## src/rtl/fetch_unit.sv

```systemverilog
// fetch_unit: instruction fetch stage in front of a 16-bit word memory.
//
// Issues one read per granted cycle at the PC. The registered read data
// (MemVal) comes back the next cycle and goes into a small prefetch FIFO
// together with its PC. Decode drains the FIFO through a valid/ready handshake.
// A Redirect drops every buffered word and the in-flight word, then restarts
// fetch at RedirectPC.
//
// Optional build macro: FETCH_STATS_EN adds the FetchCount and FlushCount
// saturating counters.
//
// Ports:
//   clock, reset             clock; synchronous active-high reset
//   MemGrant                 memory port free for fetch this cycle
//   FetchAddr / FetchReq     read address (PC register) / fetch strobe (comb)
//   MemVal                   read data, valid the cycle after FetchReq
//   InstrOut/InstrPC/InstrValid, InstrReady   FIFO head handshake to decode
//   Redirect / RedirectPC    flush and restart fetch at RedirectPC
//   FetchCount, FlushCount   (FETCH_STATS_EN) issue count / discarded words
module fetch_unit #(
  parameter int          DEPTH    = 4,
  parameter logic [15:0] RESET_PC = 16'h0000
) (
  input  logic        clock,
  input  logic        reset,
  input  logic        MemGrant,
  output logic [15:0] FetchAddr,
  output logic        FetchReq,
  input  logic [15:0] MemVal,
  output logic [15:0] InstrOut,
  output logic [15:0] InstrPC,
  output logic        InstrValid,
  input  logic        InstrReady,
  input  logic        Redirect,
  input  logic [15:0] RedirectPC
`ifdef FETCH_STATS_EN
  ,
  output logic [15:0] FetchCount,
  output logic [15:0] FlushCount
`endif
);

  localparam int AW = (DEPTH > 1) ? $clog2(DEPTH) : 1;
  localparam int CW = AW + 1;
  localparam logic [CW:0] DEPTH_W = DEPTH[CW:0];

  logic [15:0]   pc_q, pc_d;
  logic [15:0]   inflight_pc_q, inflight_pc_d;
  logic          inflight_q, inflight_d;
  logic [AW-1:0] rd_ptr_q, rd_ptr_d, wr_ptr_q, wr_ptr_d;
  logic [CW-1:0] count_q, count_d;
  logic [15:0]   data_q  [DEPTH];
  logic [15:0]   pcmem_q [DEPTH];

  logic [CW:0]   occ;
  logic          issue, push, pop;

  // The in-flight word already owns a slot, so it counts against capacity.
  // A pop in the same cycle is not credited, which keeps the FetchReq path
  // independent of InstrReady.
  assign occ   = {1'b0, count_q} + {{CW{1'b0}}, inflight_q};
  assign issue = MemGrant & ~Redirect & ~reset & (occ < DEPTH_W);
  assign push  = inflight_q;
  assign pop   = (count_q != '0) & InstrReady & ~Redirect;

  assign FetchReq   = issue;
  assign FetchAddr  = pc_q;
  assign InstrValid = (count_q != '0) & ~reset;
  assign InstrOut   = InstrValid ? data_q[rd_ptr_q]  : 16'h0000;
  assign InstrPC    = InstrValid ? pcmem_q[rd_ptr_q] : 16'h0000;

  always_comb begin
    pc_d          = pc_q;
    inflight_pc_d = inflight_pc_q;
    inflight_d    = issue;
    rd_ptr_d      = rd_ptr_q + AW'(pop);
    wr_ptr_d      = wr_ptr_q + AW'(push);
    count_d       = count_q + CW'(push) - CW'(pop);
    if (issue) begin
      inflight_pc_d = pc_q;
      pc_d          = pc_q + 16'h0001;  // natural 16-bit wrap
    end
    if (Redirect) begin
      pc_d       = RedirectPC;
      inflight_d = 1'b0;  // the next MemVal belongs to the old stream
      rd_ptr_d   = '0;
      wr_ptr_d   = '0;
      count_d    = '0;
    end
  end

  always_ff @(posedge clock) begin
    if (reset) begin
      pc_q          <= RESET_PC;
      inflight_pc_q <= 16'h0000;
      inflight_q    <= 1'b0;
      rd_ptr_q      <= '0;
      wr_ptr_q      <= '0;
      count_q       <= '0;
    end else begin
      pc_q          <= pc_d;
      inflight_pc_q <= inflight_pc_d;
      inflight_q    <= inflight_d;
      rd_ptr_q      <= rd_ptr_d;
      wr_ptr_q      <= wr_ptr_d;
      count_q       <= count_d;
    end
  end

  // Storage needs no reset: it is only visible through a non-zero count.
  always_ff @(posedge clock) begin
    if (!reset && !Redirect && push) begin
      data_q[wr_ptr_q]  <= MemVal;
      pcmem_q[wr_ptr_q] <= inflight_pc_q;
    end
  end

`ifdef FETCH_STATS_EN
  logic [15:0] fetch_cnt_q, flush_cnt_q;
  logic [16:0] flush_sum;

  assign flush_sum = {1'b0, flush_cnt_q} + {{(16 - CW){1'b0}}, occ};

  always_ff @(posedge clock) begin
    if (reset) begin
      fetch_cnt_q <= 16'h0000;
      flush_cnt_q <= 16'h0000;
    end else begin
      if (issue && fetch_cnt_q != 16'hFFFF) fetch_cnt_q <= fetch_cnt_q + 16'h0001;
      if (Redirect) flush_cnt_q <= flush_sum[16] ? 16'hFFFF : flush_sum[15:0];
    end
  end

  assign FetchCount = fetch_cnt_q;
  assign FlushCount = flush_cnt_q;
`endif

endmodule

```

## config.mk

```make
export PLATFORM = sky130hd
export DESIGN_NAME = fetch_unit
export DESIGN_NICKNAME = d
export VERILOG_FILES = /design/src/rtl/fetch_unit.sv
export SDC_FILE = /design/constraint.sdc
export NUM_CORES = 1
export LEC_CHECK = 0
export ABC_CLOCK_PERIOD_IN_PS = 4480
export BUFFER_PORTS_ARGS = -buffer_cell sky130_fd_sc_hd__buf_2
export CORE_UTILIZATION = 45
export CTS_BUF_LIST = sky130_fd_sc_hd__clkbuf_16
export DETAILED_ROUTE_END_ITERATION = 6
export GPL_TIMING_DRIVEN = 0
export HOLD_SLACK_MARGIN = 0.06
export SYNTH_ARGS = -nofsm -noshare
export SYNTH_HDL_FRONTEND = slang
export SYNTH_SLANG_ARGS = --single-unit
export TNS_END_PERCENT = 5
```

## constraint.sdc

```tcl
create_clock -name clock -period 4.48 [get_ports clock]
set_clock_uncertainty 0.1 [all_clocks]
set_input_delay 0.224 -clock clock [delete_from_list [all_inputs] [get_ports clock]]
set_output_delay 0.224 -clock clock [all_outputs]
set_load 0.005 [all_outputs]
```

==> results.toml <==
[critical_path]
r2r-start = "count_q[2]"
critPathKind = "register to output pin"
timing.rr.end = "FetchAddr[2]"
cp.buffers_inverters = 3
crit_slowest_cell = "mux4_2"
cp_max_fo = 10
crit_arrival_ns = 2.44
r2r_slack_ns = 2.18
rr_worst_depth = 7
critical_path.endpoint_type = "output pin"
slowest_delay_ns = 0.57
crit_top_cell = "buf_2"
cp_top_family = "buffers and inverters"
cp-start-kind = "register"
worstPathRequired_ns = 4.16
path_cells = "clkbuf_1, buf_2, mux4_2, and2_1, buf_2"

[logic_synthesis]
synth_simple_gate_area_share_pct = 11.54
synth_ff_type = "edfxtp_1"
syn-num-nets = 507
synth.most_common_cell = "edfxtp_1"
ys_types = 45
synth_cells = 465
synth_compound_area_share_pct = 7.243
synth-adder-area-share_pct = 1.006
synth-edff-count = 128
synth_common_cells = "edfxtp_1, dfxtp_1, and2_1"
yosysWarnings = 0
synth_area_mm2 = 0.006962
synth.mux.area_fraction_pct = 10.35
synth_top_area_share_pct = 55.21
syn_area_per_cell_um2 = 14.97
async_flop_share_pct = 0
ys_ff_latch = 168
ys_seq_area_share_pct = 66.71
synth_top_family_by_area = "simple AND/OR/NAND/NOR gates"
synth_area_leader_cell = "edfxtp_1"
synth_top_cells_by_area = "edfxtp_1, dfxtp_1, mux4_2, and2_1, o31ai_1"
synthXorXnorAreaFrac_pct = 0.5032

[final_layout]
finalNetCount = 649
seq_area_mm2 = 0.004644
area_growth_pct = 24.66
multi_input_area_mm2 = 0.002158
nFillCells = 1210
n_antenna_cell = 0
drive_above_1_share_pct = 27.74
fin_util_pct = 57.30

[clocking]
post-cts-setup-buffers = 0
cts_tree = "built"
clock_latency_ns = 0.42
clkTransAtPathRegs_ns = 0.06
cts_max_path_buffers = 2
hold_buffers = 30
cts_inserted_buffers = 17
root_buffer = "clkbuf_16"
clock_sinks = 168
ctsResizeCount = 0
cts_htree_levels = 4

[timing]
fin_crit_sh_pct = 61.77
relSlewSlack_pct = 51.92
final-setup-viol-count = 0
rsz0062_at_grt = "false"
clock.fmax_mhz = 361.4
worst_hold_slack_ns = 0.09157
slew_viol_final = 0
fin_crit_ns = 2.767
worstMarginPinSlew_ns = 0.7173
hold_violations = 0

[floorplan]
die_h_um = 126.4
die_area_mm2 = 0.01597
fp.coreArea_mm2 = 0.01515
io_pins = 87
start_util_pct = 45.96
die_w_um = 126.4
rows = 45

[power]
pwr_density_cell_mw_per_mm2 = 383.0
vdd_ir_drop_max_v = 0.0002886
leakagePower_nw = 3.046

[global_routing]
grt_overflow = 0
antenna_found_initial = 0
grt_pass1_wl_um = 24110
gr-usage-all-layers_pct = 20.19
first_global_vias = 4524
grt_max_degree = 22

[worst_hold_path]
whs_path_depth = 3
hold_class = "input port to register"
hold_start = "RedirectPC[8]"
holdPathEnd = "FetchAddr[8]"

[routing]
routed_wl_um = 14980
dr.first_iter.drc_count = 268
ant_nets = 0
wl_per_cell_um = 18.54
drc_errors = 0
first_pass_iters = 5
via_count = 4447
viasPerCell = 5.504

[flow_run]
maxCapViolCount = 0

[placement]
hpwl_um = 10290
gp_congestion = 0.8653
port_buffers = 84

[outcome]
status = "completed"
==> area by class of cell <==
class / instances / area share, %
clock buffer: 17 / 4.902
timing repair buffer: 123 / 9.847
tap: 188 / 2.711
buffer: 35 / 1.600
clock inverter: 15 / 2.033
inverter: 12 / 0.5190
sequential: 168 / 53.52
multi-input combinational: 250 / 24.87
==> sequential cells by signal, indices dropped and copies added, names as in the netlist <==
signal / cells
inflight_pc_q: 16
pcmem_q: 64
rd_ptr_q: 2
inflight_q: 1
FetchAddr: 16
count_q: 3
data_q: 64
wr_ptr_q: 2
==> metrics by stage <==
step           instance area, µm²  setup TNS, ns  std cells  total power, mW  setup WS [ns]
6_report                     8678              0        808            3.324          1.713
5_1_grt                      8678              0        808            3.432          1.546
3_5_place_dp                 7776              0        746            1.863          1.421
2_1_floorplan                6962              0        465            1.799         0.7840
4_1_cts                      8678              0        808            3.352          1.628
3_3_place_gp                 7617         -95.62        737            1.858         -1.553
==> routing by layer <==
metal	up-vias	track usage [%]	part of all wire (%)
met1	2176	26.07	44
li1	2125	-	-
met3	12	4.302	4.5
met4	0	7.867	0.90
met2	134	33.51	50
met5	-	0	0
==> worst max path at each step <==
stage / to / slack (ns) / cells past startpoint / from
finish: InstrPC[5] / 1.71 / 5 / rd_ptr_q[0]
global route: InstrOut[12] / 1.55 / 5 / rd_ptr_q[0]
CTS: InstrPC[5] / 1.63 / 5 / rd_ptr_q[0]
detailed placement: data_q[0][12] / 1.42 / 10 / Redirect
global placement: data_q[0][12] / -1.55 / 6 / Redirect
floorplan: data_q[0][0] / 0.78 / 5 / Redirect
==> where the power goes <==
part | switching [mW] | internal [mW]
Sequential | 0.0247 | 1.68
Combinational | 0.0743 | 0.0677
Clock | 0.595 | 0.878
==> layout by cell type, fill, tap and decap left out, types with 7 or more instances in the layout <==
master	Yosys	final
a21oi_1	19	19
o31ai_1	23	23
clkbuf_1	27	27
a311oi_1	9	9
mux4_2	32	32
and2_1	37	37
nand4_1	24	24
dfxtp_1	40	40
edfxtp_1	128	128
buf_2	6	90
nand3_1	7	7
inv_1	12	13
dlygate4sd3_1	0	30
clkbuf_16	0	17
nand2_1	11	11
nor2_1	25	23
==> kinds of logic (layout without fill, tap and decap cells) <==
group,Yosys count,count (layout)
flip-flops,168,168
AND/OR/NAND/NOR,141,141
multiplexers,32,32
AO/OA/AOI/OAI,68,68
XOR/XNOR,4,4
buffers and inverters,47,202
adder cells (fa/ha/maj),5,5
==> worst reg2reg max path, cell delays in order (launching register included) <==
cell and delay (ns):
dfxtp_1 0.43, ha_1 0.24, or3_4 0.15, o221a_2 0.30, buf_2 0.29, buf_2 0.27, o21ai_0 0.13, a221oi_1 0.30
Note: power is estimated with default switching activity, not from simulation.
